<file path="src/rtl/md5_block_padder.sv">
// MD5 front end: packs a byte stream into 512-bit blocks and appends MD5 padding
// (0x80 marker, zero fill, 64-bit little-endian bit length).
module md5_block_padder (
    input  logic         clk,
    input  logic         rst_n,
    input  logic         in_valid,
    output logic         in_ready,
    input  logic [7:0]   in_data,
    input  logic         in_keep,
    input  logic         in_last,
    output logic         blk_valid,
    input  logic         blk_ready,
    output logic [511:0] blk_data,
    output logic         blk_last
);

    // Input handshake: a slot transfers on a rising edge where in_valid && in_ready.
    // Output handshake: a block transfers on a rising edge where blk_valid && blk_ready;
    // while blk_valid is high and blk_ready is low, blk_data and blk_last hold.
    typedef enum logic [1:0] {
        S_FILL = 2'd0,
        S_PAD  = 2'd1,
        S_OUT  = 2'd2
    } state_t;

    state_t         state_q, state_d;
    logic [511:0]   buf_q, buf_d;
    logic [6:0]     p_q, p_d;
    logic [60:0]    cnt_q, cnt_d;
    logic           pad_pending_q, pad_pending_d;
    logic           len_pending_q, len_pending_d;
    logic           last_q, last_d;

    always_ff @(posedge clk or negedge rst_n) begin
        if (!rst_n) begin
            state_q       <= S_FILL;
            buf_q         <= '0;
            p_q           <= '0;
            cnt_q         <= '0;
            pad_pending_q <= 1'b0;
            len_pending_q <= 1'b0;
            last_q        <= 1'b0;
        end else begin
            state_q       <= state_d;
            buf_q         <= buf_d;
            p_q           <= p_d;
            cnt_q         <= cnt_d;
            pad_pending_q <= pad_pending_d;
            len_pending_q <= len_pending_d;
            last_q        <= last_d;
        end
    end

    always_comb begin
        state_d       = state_q;
        buf_d         = buf_q;
        p_d           = p_q;
        cnt_d         = cnt_q;
        pad_pending_d = pad_pending_q;
        len_pending_d = len_pending_q;
        last_d        = last_q;

        case (state_q)
            S_FILL: begin
                if (in_valid) begin
                    if (in_keep) begin
                        buf_d[{p_q[5:0], 3'b000} +: 8] = in_data;
                        p_d   = p_q + 7'd1;
                        cnt_d = cnt_q + 61'd1;
                    end
                    // A full block goes out first; padding then restarts in a fresh block.
                    if (in_keep && (p_q == 7'd63)) begin
                        state_d       = S_OUT;
                        last_d        = 1'b0;
                        pad_pending_d = in_last;
                    end else if (in_last) begin
                        state_d = S_PAD;
                    end
                end
            end

            S_PAD: begin
                state_d = S_OUT;
                if (len_pending_q) begin
                    buf_d[448 +: 64] = {cnt_q, 3'b000};
                    len_pending_d    = 1'b0;
                    last_d           = 1'b1;
                end else if (p_q <= 7'd55) begin
                    buf_d[{p_q[5:0], 3'b000} +: 8] = 8'h80;
                    buf_d[448 +: 64]               = {cnt_q, 3'b000};
                    last_d                         = 1'b1;
                end else begin
                    // No room left for the length: it goes into a follow-on block.
                    buf_d[{p_q[5:0], 3'b000} +: 8] = 8'h80;
                    len_pending_d                  = 1'b1;
                    last_d                         = 1'b0;
                end
            end

            S_OUT: begin
                if (blk_ready) begin
                    buf_d  = '0;
                    p_d    = '0;
                    last_d = 1'b0;
                    if (pad_pending_q) begin
                        pad_pending_d = 1'b0;
                        state_d       = S_PAD;
                    end else if (len_pending_q) begin
                        state_d = S_PAD;
                    end else begin
                        if (last_q) begin
                            cnt_d = '0;
                        end
                        state_d = S_FILL;
                    end
                end
            end

            default: begin
                state_d = S_FILL;
            end
        endcase
    end

    assign in_ready  = (state_q == S_FILL);
    assign blk_valid = (state_q == S_OUT);
    assign blk_data  = buf_q;
    assign blk_last  = last_q;

endmodule
</file>
<file path="config.mk">
export PLATFORM = sky130hd
export DESIGN_NAME = md5_block_padder
export DESIGN_NICKNAME = d
export VERILOG_FILES = /design/src/rtl/md5_block_padder.sv
export SDC_FILE = /design/constraint.sdc
export NUM_CORES = 1
export LEC_CHECK = 0
export BUFFER_PORTS_ARGS = -buffer_cell sky130_fd_sc_hd__buf_4
export CAP_MARGIN = 20
export CORE_AREA = 2 2 228 230
export CTS_CLUSTER_DIAMETER = 40
export DETAILED_ROUTE_END_ITERATION = 10
export DIE_AREA = 0 0 230 232
export PLACE_DENSITY = 0.75
export REMOVE_ABC_BUFFERS = 1
export SLEW_MARGIN = 0
export SYNTH_ARGS = -nofsm -noshare
export SYNTH_HDL_FRONTEND = slang
export SYNTH_SLANG_ARGS = --single-unit
</file>
<file path="constraint.sdc">
create_clock -name clk -period 2.9 [get_ports clk]
set_input_delay 0.145 -clock clk [delete_from_list [all_inputs] [get_ports clk]]
set_output_delay 0.145 -clock clk [all_outputs]
set_load 0.01 [all_outputs]
</file>
-- Word level (Yosys, flattened, before mapping)
Index checks and enable logic that the tools add are counted.
- input port bits: 14
- logic and storage cells: 76
- output and inout port bits: 515
- register bits: 585
- order comparisons: 1
- reduce and logical (&&, ||, !) cells: 11
- add/sub/neg operators: 3
- eq/ne operators: 12
- shift operators: 3
- muxes and demuxes: 38
- operator list (cell ; number):
    $mux 512 ; 4
    $pmux 512 s3 ; 1
    $bwmux 512 ; 2
    $shift 8x11->512 const A ; 1
    $shiftx 8x11->512 ; 1
    $shiftx 8x11->512 const A ; 1
    $mux 448 ; 1
    $mux 61 ; 6
    $pmux 61 s2 ; 1
    $mux 64 ; 1
    $add 61x1->61 const B ; 1
    $mux 7 ; 3
    $reduce_and 4->1 ; 4
    $pmux 7 s2 ; 1
    $mux 1 ; 11
    $neg 9->11 ; 1
    $mux 2 ; 4
    $ne 2x1->1 const B ; 4
    $ne 2x2->1 const B ; 4
    $add 7x1->7 const B ; 1
    $eq 7x6->1 const B ; 1
    $le 7x6->1 const B ; 1
    $reduce_and 7->1 ; 1
    $pmux 2 s3 ; 1
    other kinds (11) ; 11

-- Longest topological paths before layout
- depth after elaboration: 6
- gate-level depth with buffers: 13
- mapped depth without buffers: 8

-- Least setup slack after synthesis
No wires, ideal clock.
- kind: reg-to-reg
- start point: reg state_q[0]
- end point: reg cnt_q[58]
- path buffers: 2
- data required time: 2822 ps
- data arrival time: 3124 ps
- clock period less this slack: 3202 ps
- library setup time: 78 ps
- cell stages (with the launch flop): 11
- setup slack: -302 ps
- cell sequence: dfrtp_1 inv_1 ha_1 a21boi_4 or4_1 buf_2 or4_1 or3_1 buf_6 or4_1 a21oi_1
- longest elaborated chain between the ends: 3
- elaborated cells between the ends (all ways): 11
- classes of those cells: eq/ne: 7; mux: 1; reduce/logical: 3
- RTL lines (element ; RTL line ; text):
    start: declaration ; 26 ; state_t state_q, state_d;
    start signal: assignment ; 44 ; state_q <= state_d;
    $logic_not 2->1 (*) ; n/a ;
    via in_ready ; 7 ; output logic in_ready,
    $ne 2x1->1 (no line), or another cell as far along ; n/a ;
    $reduce_and 7->1 (no line) ; n/a ;
    end signal: assignment ; 47 ; cnt_q <= cnt_d;
    end: declaration ; 29 ; logic [60:0] cnt_q, cnt_d;
Mark *: on every way through the listed nets, which the timed path passes. The rest lies on a longest branch.
A chain may end at the register's enable or synchronous reset.

-- Worst setup path in the final report
- start point: reg state_q[1]
- end point: reg cnt_q[44]
- longest elaborated chain between the ends: 3
- elaborated cells between the ends (all ways): 11
- classes of those cells: eq/ne: 7; mux: 1; reduce/logical: 3
- RTL lines (element ; RTL line ; text):
    $eq 2x2->1 / $logic_not 2->1 (equally long branches) ; 63 ; case (state_q)
    $ne 2x1->1 (no line), or another cell as far along ; n/a ;
    $reduce_and 7->1 (no line) ; n/a ;
Parallel ways exist; a longest one is shown, timed or not.

==> results.md <==
- Fin Clk Skew: 28.6 ps
- Final period utilization: 0.982
- CP Launch Type: register
- CP max FO: 7
- Die ar.: 0.0534 mm²
- Routed WL: 98600 µm
- Req. time, crit path: 3460 ps
- CTS H-tree depth: 3
- Max-slew violation count: 0
- Clock tree root buffer cell: clkbuf_16
- CTS tree: built
- Rel. slew slack: 0.216
- Final setup fails: 0
- Worst Tran Pin Value: 1170 ps
- Clock Latency Late Sink: 640 ps
- Final hold vios: 0
- Vias in the first global route: 23100
- DRC Markers: 0
- Ys Warns: 0
- Routed vias/inst: 6.30
- Top FF cell, synth: dfrtp_1
- Status: finished, final reports clean
- Arrival @ worst endpoint: 3410 ps
- Slowest-stage cell, CP: or4_4
- Post-synth EDFFs: 0
- Total power: 33.3 mW
- Gr usage total: 0.363
- Peak VDD IR: 0.494 mV
- Global-route wire length before repair: 147000 µm
- Cell family contributing the most delay on the critical path: simple AND/OR/NAND/NOR gates
- Initial DRC count: 2223
- Fraction of layout cells with a size suffix above 1: 0.316
- Buf/Inv on CP: 2
- Maxcap violations: 0
- Synth Instances: 2304
- Via count: 23600
- P per Cell Area: 966 mW/mm²
- Initial Utilization: 0.493
- Die X: 230 µm
- CTS buffer count: 82
- Core region area: 0.0509 mm²
- Post-Route Setup TNS: 0 ps
- Leak pwr: 16.4 nW
- Max Buffers Root-to-Sink: 3
- Hpwl dp: 70900 µm
- Clock transition at the registers of the reported paths: 60 ps
- Initial antenna violation count: 1
- Asr flop ratio synth: 1.00
- Antenna Nets Post-Route: 0
- RD Place Congestion: 0.935
- Largest net degree at the start of global routing: 90
- Largest stage delay, worst path: 500 ps
- FP Rows: 83
- Register area share after synthesis: 0.583
- Hold/Removal Path Class: primary input to register
- Crit end category: register
- Fillers: 3844
- Flops & latches, synth: 585
- Final nets: 3015
- I/O Buffers: 528
- Syn avg cell area: 10.9 µm²
- Synthesis-to-finish area growth: 37.2%
- Tmin final: 2850 ps
- Mapped cell area: 0.0251 mm²
- Clock tree sinks: 585
- Grt ovf: 0
- WL/cell: 26.3 µm
- Highest clock rate: 351 MHz
- DR pass1 iterations: 6
- RSZ-0062 raised after global routing: yes
- Crit-path cells: inv_2 -> ha_4 -> a21boi_4 -> or4_4 -> or4_4 -> or3_4 -> buf_6 -> or3_4 -> a21oi_2
- Critical path type: register to register
- Post-synthesis cell type count: 73
- Die height: 232 µm
- I/O pins: 529
-- final cells by class --
class | count | area (µm²) | area share
Timing Repair Buffer | 750 | 5900 | 0.171
Antenna cell | 1 | 2.50 | 0.0000726
Clock buffer | 99 | 2220 | 0.0643
Sequential cell | 585 | 14600 | 0.425
Clock inverter | 55 | 643 | 0.0187
Multi-Input combinational cell | 1553 | 10100 | 0.294
Tap cell | 680 | 851 | 0.0247
Inverter | 20 | 75.1 | 0.00218
-- placed cells by master, fill, tap and decap left out, types with 12 or more instances in the layout --
master / synthesis / final
a21oi_1: 93 / 86
a221o_1: 20 / 20
a22o_1: 237 / 237
a22oi_1: 12 / 12
a31oi_1: 16 / 16
and2_1: 14 / 13
and3_1: 14 / 14
buf_12: 0 / 19
buf_4: 0 / 722
clkbuf_16: 0 / 83
dfrtp_1: 585 / 585
inv_1: 19 / 17
inv_6: 0 / 18
nand2_1: 118 / 117
nand2b_1: 24 / 24
nand3_1: 145 / 144
nand4_1: 24 / 24
nor2_1: 218 / 202
nor2_2: 0 / 15
nor2b_1: 12 / 12
nor3_1: 54 / 43
nor3_2: 6 / 12
o21a_1: 27 / 27
o21ai_0: 140 / 138
o2bb2ai_1: 107 / 107
o31ai_1: 36 / 36
or3_1: 48 / 41
xnor2_1: 15 / 13
xor2_1: 32 / 31
-- where the power goes --
part	internal, mW	switching (mW)
combinational	4.48	8.94
sequential	8.93	0.640
clock	6.10	4.18
total	19.5	13.8
-- routing by layer --
layer | track usage | share of wire | wire length [µm] | vias to the layer above
met5 | 0 | 0 | 0 | -
li1 | - | - | - | 10100
met3 | 0.0835 | 0.096 | 9490 | 289
met2 | 0.582 | 0.47 | 46400 | 1403
met1 | 0.465 | 0.38 | 37500 | 11800
met4 | 0.183 | 0.053 | 5200 | 0
-- cells in the mapped netlist (4+ instances only) --
| cell | instances | share of area |
|---|---|---|
| and4_1 | 6 | 0.0021 |
| a21oi_1 | 93 | 0.019 |
| a221o_1 | 20 | 0.0080 |
| xnor2_1 | 15 | 0.0052 |
| o21ai_0 | 140 | 0.028 |
| clkbuf_1 | 133 | 0.020 |
| a2bb2oi_1 | 4 | 0.0014 |
| or4_1 | 5 | 0.0015 |
| xor2_1 | 32 | 0.011 |
| mux2i_1 | 5 | 0.0020 |
| nor4_1 | 11 | 0.0027 |
| o221ai_1 | 8 | 0.0028 |
| buf_1 | 5 | 0.00075 |
| nand2_1 | 118 | 0.018 |
| nand3_1 | 145 | 0.029 |
| o31ai_1 | 36 | 0.011 |
| or3_1 | 48 | 0.012 |
| a22o_1 | 237 | 0.083 |
| inv_1 | 19 | 0.0028 |
| nor2_1 | 218 | 0.033 |
| a22oi_1 | 12 | 0.0036 |
| a21o_1 | 4 | 0.0012 |
| a31oi_1 | 16 | 0.0040 |
| nor3_1 | 54 | 0.011 |
| or2_2 | 5 | 0.0012 |
| and2_1 | 14 | 0.0035 |
| nand4_1 | 24 | 0.0060 |
| o2bb2ai_1 | 107 | 0.037 |
| a21boi_0 | 4 | 0.0012 |
| buf_2 | 7 | 0.0014 |
| o21a_1 | 27 | 0.0081 |
| o21ai_1 | 8 | 0.0016 |
| ha_1 | 9 | 0.0045 |
| a32o_1 | 10 | 0.0040 |
| dfrtp_1 | 585 | 0.58 |
| and3_1 | 14 | 0.0035 |
| a211oi_1 | 8 | 0.0024 |
| nand2b_1 | 24 | 0.0060 |
| o311ai_0 | 6 | 0.0021 |
| nor3_2 | 6 | 0.0024 |
| nor2b_1 | 12 | 0.0030 |
| a31o_2 | 5 | 0.0017 |
-- final timing paths --
path	cells past startpoint	slack (ps)	end	start
hold reg to reg	1	490	register	register
hold / removal	4	70	p_q[5]	in_keep
min in group asynchronous	2	150	asynchronous set/reset pin	rst_n
setup / recovery	9	50	cnt_q[44]	state_q[1]
max in group asynchronous	3	1670	asynchronous set/reset pin	rst_n
setup reg to reg	9	50	cnt_q[44]	state_q[1]
-- per-stage QoR --
step | std cells | utilization | hold slack [ps] | area [µm²] | setup WS [ps]
final | 3743 | 0.677 | 73.9 | 34500 | 52.3
after global routing | 3743 | 0.677 | 96.2 | 34500 | -73.6
after CTS | 3741 | 0.674 | 50.8 | 34300 | 0.213
after detailed placement | 3581 | 0.615 | 255 | 31300 | -136
after global placement | 3581 | 0.615 | 246 | 31300 | -95.0
after floorplan | 2158 | - | -151 | 24500 | -2220
-- logic make-up (layout without fill, tap and decap cells) --
family,Yosys count,after routing,synth area share
multiplexers,5,5,0.00199
AO/OA/AOI/OAI,778,778,0.231
other,0,1,0
XOR/XNOR,47,47,0.0164
adder cells (fa/ha/maj),9,9,0.00449
flip-flops,585,585,0.583
buffers and inverters,166,924,0.0255
AND/OR/NAND/NOR,714,714,0.137
-- worst reg2reg max path, stage by stage (launching register included) --
cell and delay [ps]:
dfrtp_1 410, inv_2 80, ha_4 170, a21boi_4 140, or4_4 480, or4_4 500
or3_4 410, buf_6 140, or3_4 320, a21oi_2 120
-- what timing repair did --
item / CTS / global route
gates resized for setup: 10 / 43
hold endpoints to repair: 87 / 0
pin swaps: 1 / 8
hold buffers: 6 / 0
buffers inserted: 0 / 1
endpoints found under the setup margin: 55 / 208
No activity file was read; power rests on OpenSTA's default activity.
